[src/rtl/signed_divider_pkg.sv]
// Shared types and helpers for the signed divider.
package signed_divider_pkg;

    // Controller states, 3-bit encoding.
    typedef enum logic [2:0] {
        GET_A  = 3'd0,
        GET_B  = 3'd1,
        UNPACK = 3'd2,
        DIVIDE = 3'd3,
        PACK   = 3'd4,
        PUT_Z  = 3'd5
    } state_e;

    // Step counter width: wide enough to hold WIDTH itself.
    function automatic int cnt_width(input int width);
        return $clog2(width) + 1;
    endfunction

endpackage

[src/rtl/signed_divider_magnitude.sv]
// WIDTH-bit conditional two's-complement negate (purely combinational).
// Used both to take operand magnitudes and to re-apply result signs.
module signed_divider_magnitude #(
    parameter int WIDTH = 32
) (
    input  logic [WIDTH-1:0] din,
    input  logic             neg,
    output logic [WIDTH-1:0] dout
);

    // Negate when asked; MIN maps onto itself, which is its unsigned magnitude.
    always_comb begin
        dout = neg ? ({WIDTH{1'b0}} - din) : din;
    end

endmodule

[src/rtl/signed_divider.sv]
// Multi-cycle signed divider: strobe/ack operand intake, restoring divide on
// unsigned magnitudes, sign fix-up, then a held result until acknowledged.
module signed_divider
    import signed_divider_pkg::*;
#(
    parameter int WIDTH = 32
) (
    input  logic             clk,
    input  logic             rst,
    input  logic [WIDTH-1:0] input_a,
    input  logic             input_a_stb,
    output logic             input_a_ack,
    input  logic [WIDTH-1:0] input_b,
    input  logic             input_b_stb,
    output logic             input_b_ack,
    output logic [WIDTH-1:0] output_z,
    output logic [WIDTH-1:0] output_r,
    output logic             output_z_stb,
    input  logic             output_z_ack
);

    localparam int CW = cnt_width(WIDTH);

    state_e           state_q, state_d;
    logic [WIDTH-1:0] a_q, a_d, b_q, b_d;
    logic [WIDTH-1:0] quo_q, quo_d, rem_q, rem_d, div_q, div_d;
    logic [WIDTH-1:0] z_q, z_d, r_q, r_d;
    logic             sign_q_q, sign_q_d, sign_r_q, sign_r_d;
    logic             a_ack_q, a_ack_d, b_ack_q, b_ack_d, z_stb_q, z_stb_d;
    logic [CW-1:0]    cnt_q, cnt_d;

    logic [WIDTH-1:0] m0_in, m0_out, m1_in, m1_out;
    logic             m0_neg, m1_neg;
    logic [WIDTH-1:0] rem_shift, rem_sub;
    logic             rem_ge;

    // The two negators serve the operands in UNPACK and the results in PACK.
    always_comb begin
        m0_in  = a_q;
        m0_neg = a_q[WIDTH-1];
        m1_in  = b_q;
        m1_neg = b_q[WIDTH-1];
        if (state_q == PACK) begin
            m0_in  = quo_q;
            m0_neg = sign_q_q;
            m1_in  = rem_q;
            m1_neg = sign_r_q;
        end
    end

    signed_divider_magnitude #(.WIDTH(WIDTH)) u_mag_zq (
        .din  (m0_in),
        .neg  (m0_neg),
        .dout (m0_out)
    );

    signed_divider_magnitude #(.WIDTH(WIDTH)) u_mag_rb (
        .din  (m1_in),
        .neg  (m1_neg),
        .dout (m1_out)
    );

    // One restoring step. rem stays below |b| <= 2^(WIDTH-1), so the shifted
    // partial remainder always fits in WIDTH bits.
    always_comb begin
        rem_shift = {rem_q[WIDTH-2:0], quo_q[WIDTH-1]};
        rem_ge    = (rem_shift >= div_q);
        rem_sub   = rem_shift - div_q;
    end

    // Next-state, handshake and datapath control.
    always_comb begin
        state_d  = state_q;
        a_d      = a_q;
        b_d      = b_q;
        quo_d    = quo_q;
        rem_d    = rem_q;
        div_d    = div_q;
        z_d      = z_q;
        r_d      = r_q;
        sign_q_d = sign_q_q;
        sign_r_d = sign_r_q;
        a_ack_d  = a_ack_q;
        b_ack_d  = b_ack_q;
        z_stb_d  = z_stb_q;
        cnt_d    = cnt_q;
        case (state_q)
            GET_A: begin
                if (a_ack_q && input_a_stb) begin
                    a_d     = input_a;
                    a_ack_d = 1'b0;
                    b_ack_d = 1'b1;
                    state_d = GET_B;
                end else begin
                    a_ack_d = 1'b1;
                end
            end
            GET_B: begin
                if (b_ack_q && input_b_stb) begin
                    b_d     = input_b;
                    b_ack_d = 1'b0;
                    state_d = UNPACK;
                end else begin
                    b_ack_d = 1'b1;
                end
            end
            UNPACK: begin
                quo_d    = m0_out;
                div_d    = m1_out;
                sign_q_d = a_q[WIDTH-1] ^ b_q[WIDTH-1];
                sign_r_d = a_q[WIDTH-1];
                rem_d    = '0;
                cnt_d    = '0;
                state_d  = DIVIDE;
            end
            DIVIDE: begin
                quo_d = {quo_q[WIDTH-2:0], rem_ge};
                rem_d = rem_ge ? rem_sub : rem_shift;
                cnt_d = cnt_q + CW'(1);
                if (cnt_q == CW'(WIDTH - 1)) begin
                    state_d = PACK;
                end
            end
            PACK: begin
                // Divide by zero ran the full step count; override its result.
                if (div_q == '0) begin
                    z_d = '1;
                    r_d = a_q;
                end else begin
                    z_d = m0_out;
                    r_d = m1_out;
                end
                z_stb_d = 1'b1;
                state_d = PUT_Z;
            end
            PUT_Z: begin
                if (output_z_ack) begin
                    z_stb_d = 1'b0;
                    state_d = GET_A;
                end
            end
            default: state_d = GET_A;
        endcase
    end

    // State and datapath registers; reset overrides any same-cycle transfer.
    always_ff @(posedge clk) begin
        if (rst) begin
            state_q  <= GET_A;
            a_q      <= '0;
            b_q      <= '0;
            quo_q    <= '0;
            rem_q    <= '0;
            div_q    <= '0;
            z_q      <= '0;
            r_q      <= '0;
            sign_q_q <= 1'b0;
            sign_r_q <= 1'b0;
            a_ack_q  <= 1'b0;
            b_ack_q  <= 1'b0;
            z_stb_q  <= 1'b0;
            cnt_q    <= '0;
        end else begin
            state_q  <= state_d;
            a_q      <= a_d;
            b_q      <= b_d;
            quo_q    <= quo_d;
            rem_q    <= rem_d;
            div_q    <= div_d;
            z_q      <= z_d;
            r_q      <= r_d;
            sign_q_q <= sign_q_d;
            sign_r_q <= sign_r_d;
            a_ack_q  <= a_ack_d;
            b_ack_q  <= b_ack_d;
            z_stb_q  <= z_stb_d;
            cnt_q    <= cnt_d;
        end
    end

    assign input_a_ack  = a_ack_q;
    assign input_b_ack  = b_ack_q;
    assign output_z     = z_q;
    assign output_r     = r_q;
    assign output_z_stb = z_stb_q;

endmodule

[config.mk]
export PLATFORM = sky130hd
export DESIGN_NAME = signed_divider
export DESIGN_NICKNAME = d
export VERILOG_FILES = /design/src/rtl/signed_divider_pkg.sv /design/src/rtl/signed_divider_magnitude.sv /design/src/rtl/signed_divider.sv
export SDC_FILE = /design/constraint.sdc
export NUM_CORES = 1
export LEC_CHECK = 0
export CAP_MARGIN = 40
export CORE_ASPECT_RATIO = 0.5
export CORE_MARGIN = 3
export CORE_UTILIZATION = 33
export CTS_BUF_LIST = sky130_fd_sc_hd__clkbuf_2 sky130_fd_sc_hd__clkbuf_4 sky130_fd_sc_hd__clkbuf_8
export CTS_CLUSTER_DIAMETER = 80
export DETAILED_ROUTE_END_ITERATION = 6
export HOLD_SLACK_MARGIN = 0.05
export PLACE_DENSITY_LB_ADDON = 0.08
export SLEW_MARGIN = 10
export SYNTH_ARGS = -nofsm -noshare
export SYNTH_HDL_FRONTEND = slang
export SYNTH_SLANG_ARGS = --single-unit
[constraint.sdc]
create_clock -name clk -period 3.4 [get_ports clk]
set_input_delay 0.51 -clock clk [delete_from_list [all_inputs] [get_ports clk]]
set_output_delay 0.51 -clock clk [all_outputs]
set_load 0.005 [all_outputs]
==> impl_metrics.toml, run 1 <==
[status]
status = "finished clean"

[power]
power_density_mw_per_mm2 = 380
ir_worst_vdd_mv = 0.203
p_leak_uw = 0.00643

[setup_path]
critPathKind = "flip-flop to flip-flop"
crit_fanout = 5
cp-start-kind = "flip-flop"
reg2reg_depth = 14
cp_common_cell = "buf_4"
slowest_delay_ns = 0.40
cp_slowest_cell = "o41ai_1"
critPathArrivalTime_ns = 3.60
crit_start = "div_q[3]"
worstPathCellList = "inv_1, ha_1, nand2_1, o21bai_1, a211oi_1, buf_4, o21ai_0, a211oi_1, buf_4, nor2_1, o41ai_1, buf_4, xnor2_1, o21ai_0"
r2r-start = "div_q[3]"
required_ns = 3.85
crit_path_end_kind = "flip-flop"

[yosys]
synth-simple-area-share = 0.214
synth_compound_area_frac = 0.221
ys_warn_count = 0
synth_cells = 1813
synth_fp_nets = 1918
synth_edf_count = 0
synth_adder_area_share = 0.0336
synth_area_mm2 = 0.0136
synth_area_leaders = "dfxtp_1 (35%), nand2_1 (9.2%), a21oi_1 (8.0%), mux2i_1 (6.5%), o21ai_0 (6.0%)"
ys_seq_area_frac = 0.350
avgSynthCellArea_um2 = 7.52
yosys.area.top_type = "dfxtp_1"
synth.area.mux_share = 0.0690
synth-seq-cells = 238
async_flop_share = 0
synth_top_area_share = 0.350
synthXorXnorAreaFrac = 0.0668
ys_types = 71
synth_top_family_by_area = "compound AO/OA/AOI/OAI gates"
synth-main-ff-cell = "dfxtp_1"

[place]
portBuffers = 135
hpwlAfterDp_mm = 35.3
preCtsSetupSlack_ns = 0.210
gp_congestion = 0.884

[clocking]
postCtsSetupRepairBufs = 0
worstSkewPairLatency_ns = 0.58
cts_buffers = 38
cts.htree.levels = 2
clkTransAtPathRegs_ns = 0.08
cts_tree = "yes"
cts-hold-fix-buffers = 0
clock_sinks = 238
post_cts_resize_count = 0
clk_root_buffer_cell = "clkbuf_8"
clock_path_buffers = 3

[finish]
nFillCells = 4221
multiInputGateArea_mm2 = 0.00827
mostFrequentLayoutCell = "nand2_1"
area_growth_pct = 21.8
layout-drive-gt1-share = 0.0824
antennaDiodeCount = 0
ff_latch_area_mm2 = 0.00477
layout_common_cells = "nand2_1 (333), dfxtp_1 (237), a21oi_1 (217)"
layout.nets = 2048

[global_route]
grt_overflow = 0
grt_pass1_vias = 12700
grt_start_max_net_pins = 127
grt_first_pass_wirelength_mm = 76.0
antenna_found_initial = 0
groute.usage.overall = 0.221

[timing]
fin_crit_sh = 0.925
fin_worst_skew_ns = 0.0312
grt_setup_unrepaired = "false"
maxSlewViolCount = 0
hold_viol_final = 0
timing.final.ws_setup_ns = 0.254
tns_ns = 0
setup_violations = 0
tightest_slew_ns = 0.772
relSlewSlack = 0.480
post-route-min-period_ns = 3.15
fmax_mhz = 318

[route]
detail-route-antenna-nets = 0
drc = 0
routedWlPerCell_um = 19.5
via_count = 13300
drt_iter0_markers = 969
drtPass1Iterations = 5
wl_mm = 48.8
viasPerCell = 5.31

[die]
initial_core_util = 0.342
core_mm2 = 0.0398
ioPinCount = 136
die-area_mm2 = 0.0439
dieHeight_um = 150
fp.dieW_um = 293
std_cell_rows = 51

[hold_path]
hold_class = "primary input to flip-flop"
hold_start = "rst"
hold_depth = 2

[flow_run]
drv_cap = 0
==> sequential cells by signal (all words and copies together), names as in the netlist, 3 cells and up <==
| signal | count |
|---|---|
| output_r | 32 |
| div_q | 32 |
| output_z | 32 |
| quo_q | 32 |
| a_q | 32 |
| b_q | 32 |
| rem_q | 32 |
| state_q | 3 |
| cnt_q | 6 |
==> per-stage QoR <==
stage	hold slack, ns	util	total power (uW)	cells	area, um2
final	0.304	0.417	6300	2497	16600
after global routing	0.287	0.417	6600	2497	16600
after CTS	0.259	0.417	6370	2497	16600
after detailed placement	0.451	0.397	3710	2433	15800
after global placement	0.449	0.397	3710	2433	15800
after floorplan	0.436	-	3410	1813	13600
==> cells by family (layout without fill, tap and decap cells) <==
kind of cell,after synthesis,in the layout
compound gates,525,525
xor+xnor,104,104
fa+ha+maj,36,36
buf+inv,158,312
flops,238,238
mux,93,93
simple gates,659,659
==> cell usage after synthesis (4+ instances only) <==
| library cell | instances |
|---|---|
| clkbuf_1 | 85 |
| a21o_1 | 15 |
| mux2i_1 | 89 |
| nor3_1 | 71 |
| nor2b_1 | 11 |
| buf_1 | 10 |
| nor2_1 | 130 |
| a21oi_1 | 217 |
| o21ai_0 | 163 |
| ha_1 | 35 |
| a211oi_1 | 26 |
| buf_2 | 19 |
| o211ai_1 | 16 |
| nand2_1 | 333 |
| inv_1 | 43 |
| nand4_1 | 15 |
| o22ai_1 | 8 |
| nand2b_1 | 7 |
| o21a_1 | 9 |
| or3_1 | 11 |
| or4_1 | 8 |
| xnor2_1 | 62 |
| a22oi_1 | 10 |
| a31oi_1 | 12 |
| nand3_1 | 25 |
| nand3b_1 | 4 |
| dfxtp_1 | 238 |
| o21bai_1 | 7 |
| o22a_1 | 4 |
| xor2_1 | 42 |
| nor4_1 | 22 |
==> where the power goes <==
group | leakage, uW | switching, uW | internal (uW)
Combinational | 0.00410 | 441 | 316
Sequential | 0.00192 | 67.1 | 2830
Clock | 0.000414 | 1260 | 1400
==> critical path: cells and delay by family, from the launching register on <==
family | cells | cell delay (ns)
compound gates | 6 | 1.48
fa+ha+maj | 1 | 0.36
simple gates | 2 | 0.16
flops | 1 | 0.34
xor+xnor | 1 | 0.12
buf+inv | 4 | 0.58
==> final timing paths <==
path	endpoint	slack [ns]
setup reg to reg	rem_q[29]	0.25
setup / recovery	rem_q[29]	0.25
hold / removal	cnt_q[5]	0.30
hold reg to reg	output_r[18]	0.46
==> cell type report <==
cell class              instances  area share
multi-input cells            1417       0.498
flip-flops and latches        238       0.287
repair buffers                205       0.118
clock buffers                  59      0.0451
well taps                     530      0.0399
inverters                      43     0.00972
clock inverters                 5     0.00166
==> routing by layer <==
layer	track usage	wire, um	vias up
li1	-	-	6631
met1	0.340	25500	6264
met2	0.318	19900	312
met3	0.0360	2590	60
met4	0.0468	875	0
met5	0	0	-
(Power assumes the default switching activity.)
==> run 2, diff against run 1 <==
--- a/config.mk
+++ b/config.mk
@@ -14,6 +14,7 @@
 export DETAILED_ROUTE_END_ITERATION = 6
 export HOLD_SLACK_MARGIN = 0.05
 export PLACE_DENSITY_LB_ADDON = 0.08
+export REMOVE_ABC_BUFFERS = 1
 export SLEW_MARGIN = 10
 export SYNTH_ARGS = -nofsm -noshare
 export SYNTH_HDL_FRONTEND = slang
==> impl_metrics.toml, run 2 (synthesis gave the netlist of run 1 again) <==
[status]
status = "finished clean"

[place]
gp_congestion = 0.887
hpwlAfterDp_mm = 36.2
post_dp_cell_area_mm2 = 0.0158
preCtsSetupSlack_ns = 0.0890
portBuffers = 135
dp_cells = 2436

[route]
detail-route-antenna-nets = 0
viasPerCell = 5.35
via_count = 13400
routedWlPerCell_um = 19.7
drt_iter0_markers = 1113
drc = 0
wl_mm = 49.3
drtPass1Iterations = 5

[power]
power.share.sequential = 0.447
power_frac_clock = 0.435
switching_share = 0.276
power.net_switching_uw = 1790
internal_power_uw = 4680
ir_worst_vdd_mv = 0.172
pwr-share-comb = 0.118
p_leak_uw = 0.00646
power_density_mw_per_mm2 = 389

[timing]
fin_crit_sh = 0.917
post-route-min-period_ns = 3.12
timing.final.ws_setup_ns = 0.283
setup_violations = 0
relSlewSlack = 0.440
fin_worst_skew_ns = 0.0342
maxSlewViolCount = 0
hold_viol_final = 0
holdWs_ns = 0.156
tightest_slew_ns = 0.840
grt_setup_unrepaired = "false"
fmax_mhz = 321

[hold_path]
hold_class = "primary input to flip-flop"

[clocking]
clk_root_buffer_cell = "clkbuf_8"
clock_path_buffers = 3
cts-hold-fix-buffers = 0
worstSkewPairLatency_ns = 0.58
cts_buffers = 39
clkTransAtPathRegs_ns = 0.07
clock_sinks = 238
cts_tree = "yes"
cts.htree.levels = 2

[finish]
layout.nets = 2054
instances_no_fill = 2503
layout-drive-gt1-share = 0.0851
antennaDiodeCount = 0
mostFrequentLayoutCell = "nand2_1"
area_growth_pct = 22.2
layout_common_cells = "nand2_1 (333), dfxtp_1 (237), a21oi_1 (217)"
design_area_mm2 = 0.0166

[setup_path]
critPathArrivalTime_ns = 3.57
cp-start-kind = "flip-flop"
r2r-end = "rem_q[28]"
required_ns = 3.85
r2r-start = "div_q[0]"
critPathKind = "flip-flop to flip-flop"
crit_fanout = 4
reg2reg_slack_ns = 0.28
crit_start = "div_q[0]"
reg2reg_depth = 12
crit_end = "rem_q[28]"
crit_path_end_kind = "flip-flop"

[die]
fp.dieW_um = 293
die-area_mm2 = 0.0439
ioPinCount = 136
std_cell_rows = 51
initial_core_util = 0.342
core_mm2 = 0.0398
dieHeight_um = 150

[global_route]
groute.usage.overall = 0.220
grt_overflow = 0
antenna_found_initial = 0
grt_first_pass_wirelength_mm = 76.1
grt_start_max_net_pins = 75
grt_pass1_vias = 12600

[flow_run]
drv_cap = 0
## run 2: changes by cell type in the layout (fill, tap and decap cells not counted), sizes merged
| cell | previous run | this run |
|---|---|---|
| buf | 71 | 76 |
| clkbuf | 59 | 56 |
| clkinv | 4 | 5 |
| bufinv | 0 | 3 |
## run 2: routing by layer
layer	share of wire	track usage	vias up
li1	-	-	6650
met1	0.51	0.335	6338
met2	0.41	0.318	344
met3	0.060	0.0423	66
met4	0.018	0.0486	0
met5	0	0	-
## run 2: metrics by stage
| step | power (uW) | utilization | setup TNS (ns) |
|---|---|---|---|
| 2_1_floorplan | 3360 | - | -465.28 |
| 3_3_place_gp | 3710 | 0.397 | 0 |
| 3_5_place_dp | 3710 | 0.397 | 0 |
| 4_1_cts | 6540 | 0.418 | 0 |
| 5_1_grt | 6750 | 0.418 | 0 |
| 6_report | 6470 | 0.418 | 0 |
## run 2: how the worst min path moves through the flow
stage	start	to	slack, ns	depth (start not counted)
after detailed placement	b_q[30]	b_q[30]	0.46	2
final	rst	output_r[8]	0.16	2
after global placement	b_q[30]	b_q[30]	0.45	2
after floorplan	b_q[27]	b_q[27]	0.43	2
after global routing	rst	output_r[1]	0.15	2
after CTS	rst	output_r[8]	0.13	2
## run 2: layout make-up
type                            count  area, um2
Clock inverter                      9        123
Clock buffer                       56        696
Multi-Input combinational cell   1417       8270
Sequential cell                   238       4770
Timing Repair Buffer              210       1970
Inverter                           43        161
Fill cell                        4187      23200
Tap cell                          530        663
## run 2: power groups by stage
| stage | Sequential [uW] | Clock, uW | Combinational (uW) |
|---|---|---|---|
| finish | 2890 | 2810 | 761 |
| global route | 2900 | 3010 | 839 |
| CTS | 2890 | 2890 | 761 |
| detailed placement | 2950 | 0 | 757 |
| global placement | 2960 | 0 | 758 |
| floorplan | 2940 | 0 | 429 |
## run 2: what timing repair did
action                     in CTS  in global routing
setup endpoints to repair       0                 13
gates resized for setup         0                  2
setup buffers                   0                  2
## run 2: critical path, cell delays in order, from the launching register on
cell and delay (ns):
dfxtp_1 0.37, ha_1 0.19, inv_1 0.06, fa_1 0.43, a211oi_1 0.30, o21ai_1 0.21, a41oi_2 0.31, o21ai_0 0.20
a21oi_1 0.25, o21ai_0 0.18, a21boi_0 0.25, xor2_1 0.16, o21ai_0 0.08
==> run 3, diff against run 2 <==
--- a/config.mk
+++ b/config.mk
@@ -14,7 +14,6 @@
 export DETAILED_ROUTE_END_ITERATION = 6
 export HOLD_SLACK_MARGIN = 0.05
 export PLACE_DENSITY_LB_ADDON = 0.08
-export REMOVE_ABC_BUFFERS = 1
 export SLEW_MARGIN = 10
 export SYNTH_ARGS = -nofsm -noshare
 export SYNTH_HDL_FRONTEND = slang
==> results of run 3 <==
Same layout as run 1: the final DEF is identical, and so are final timing and power.
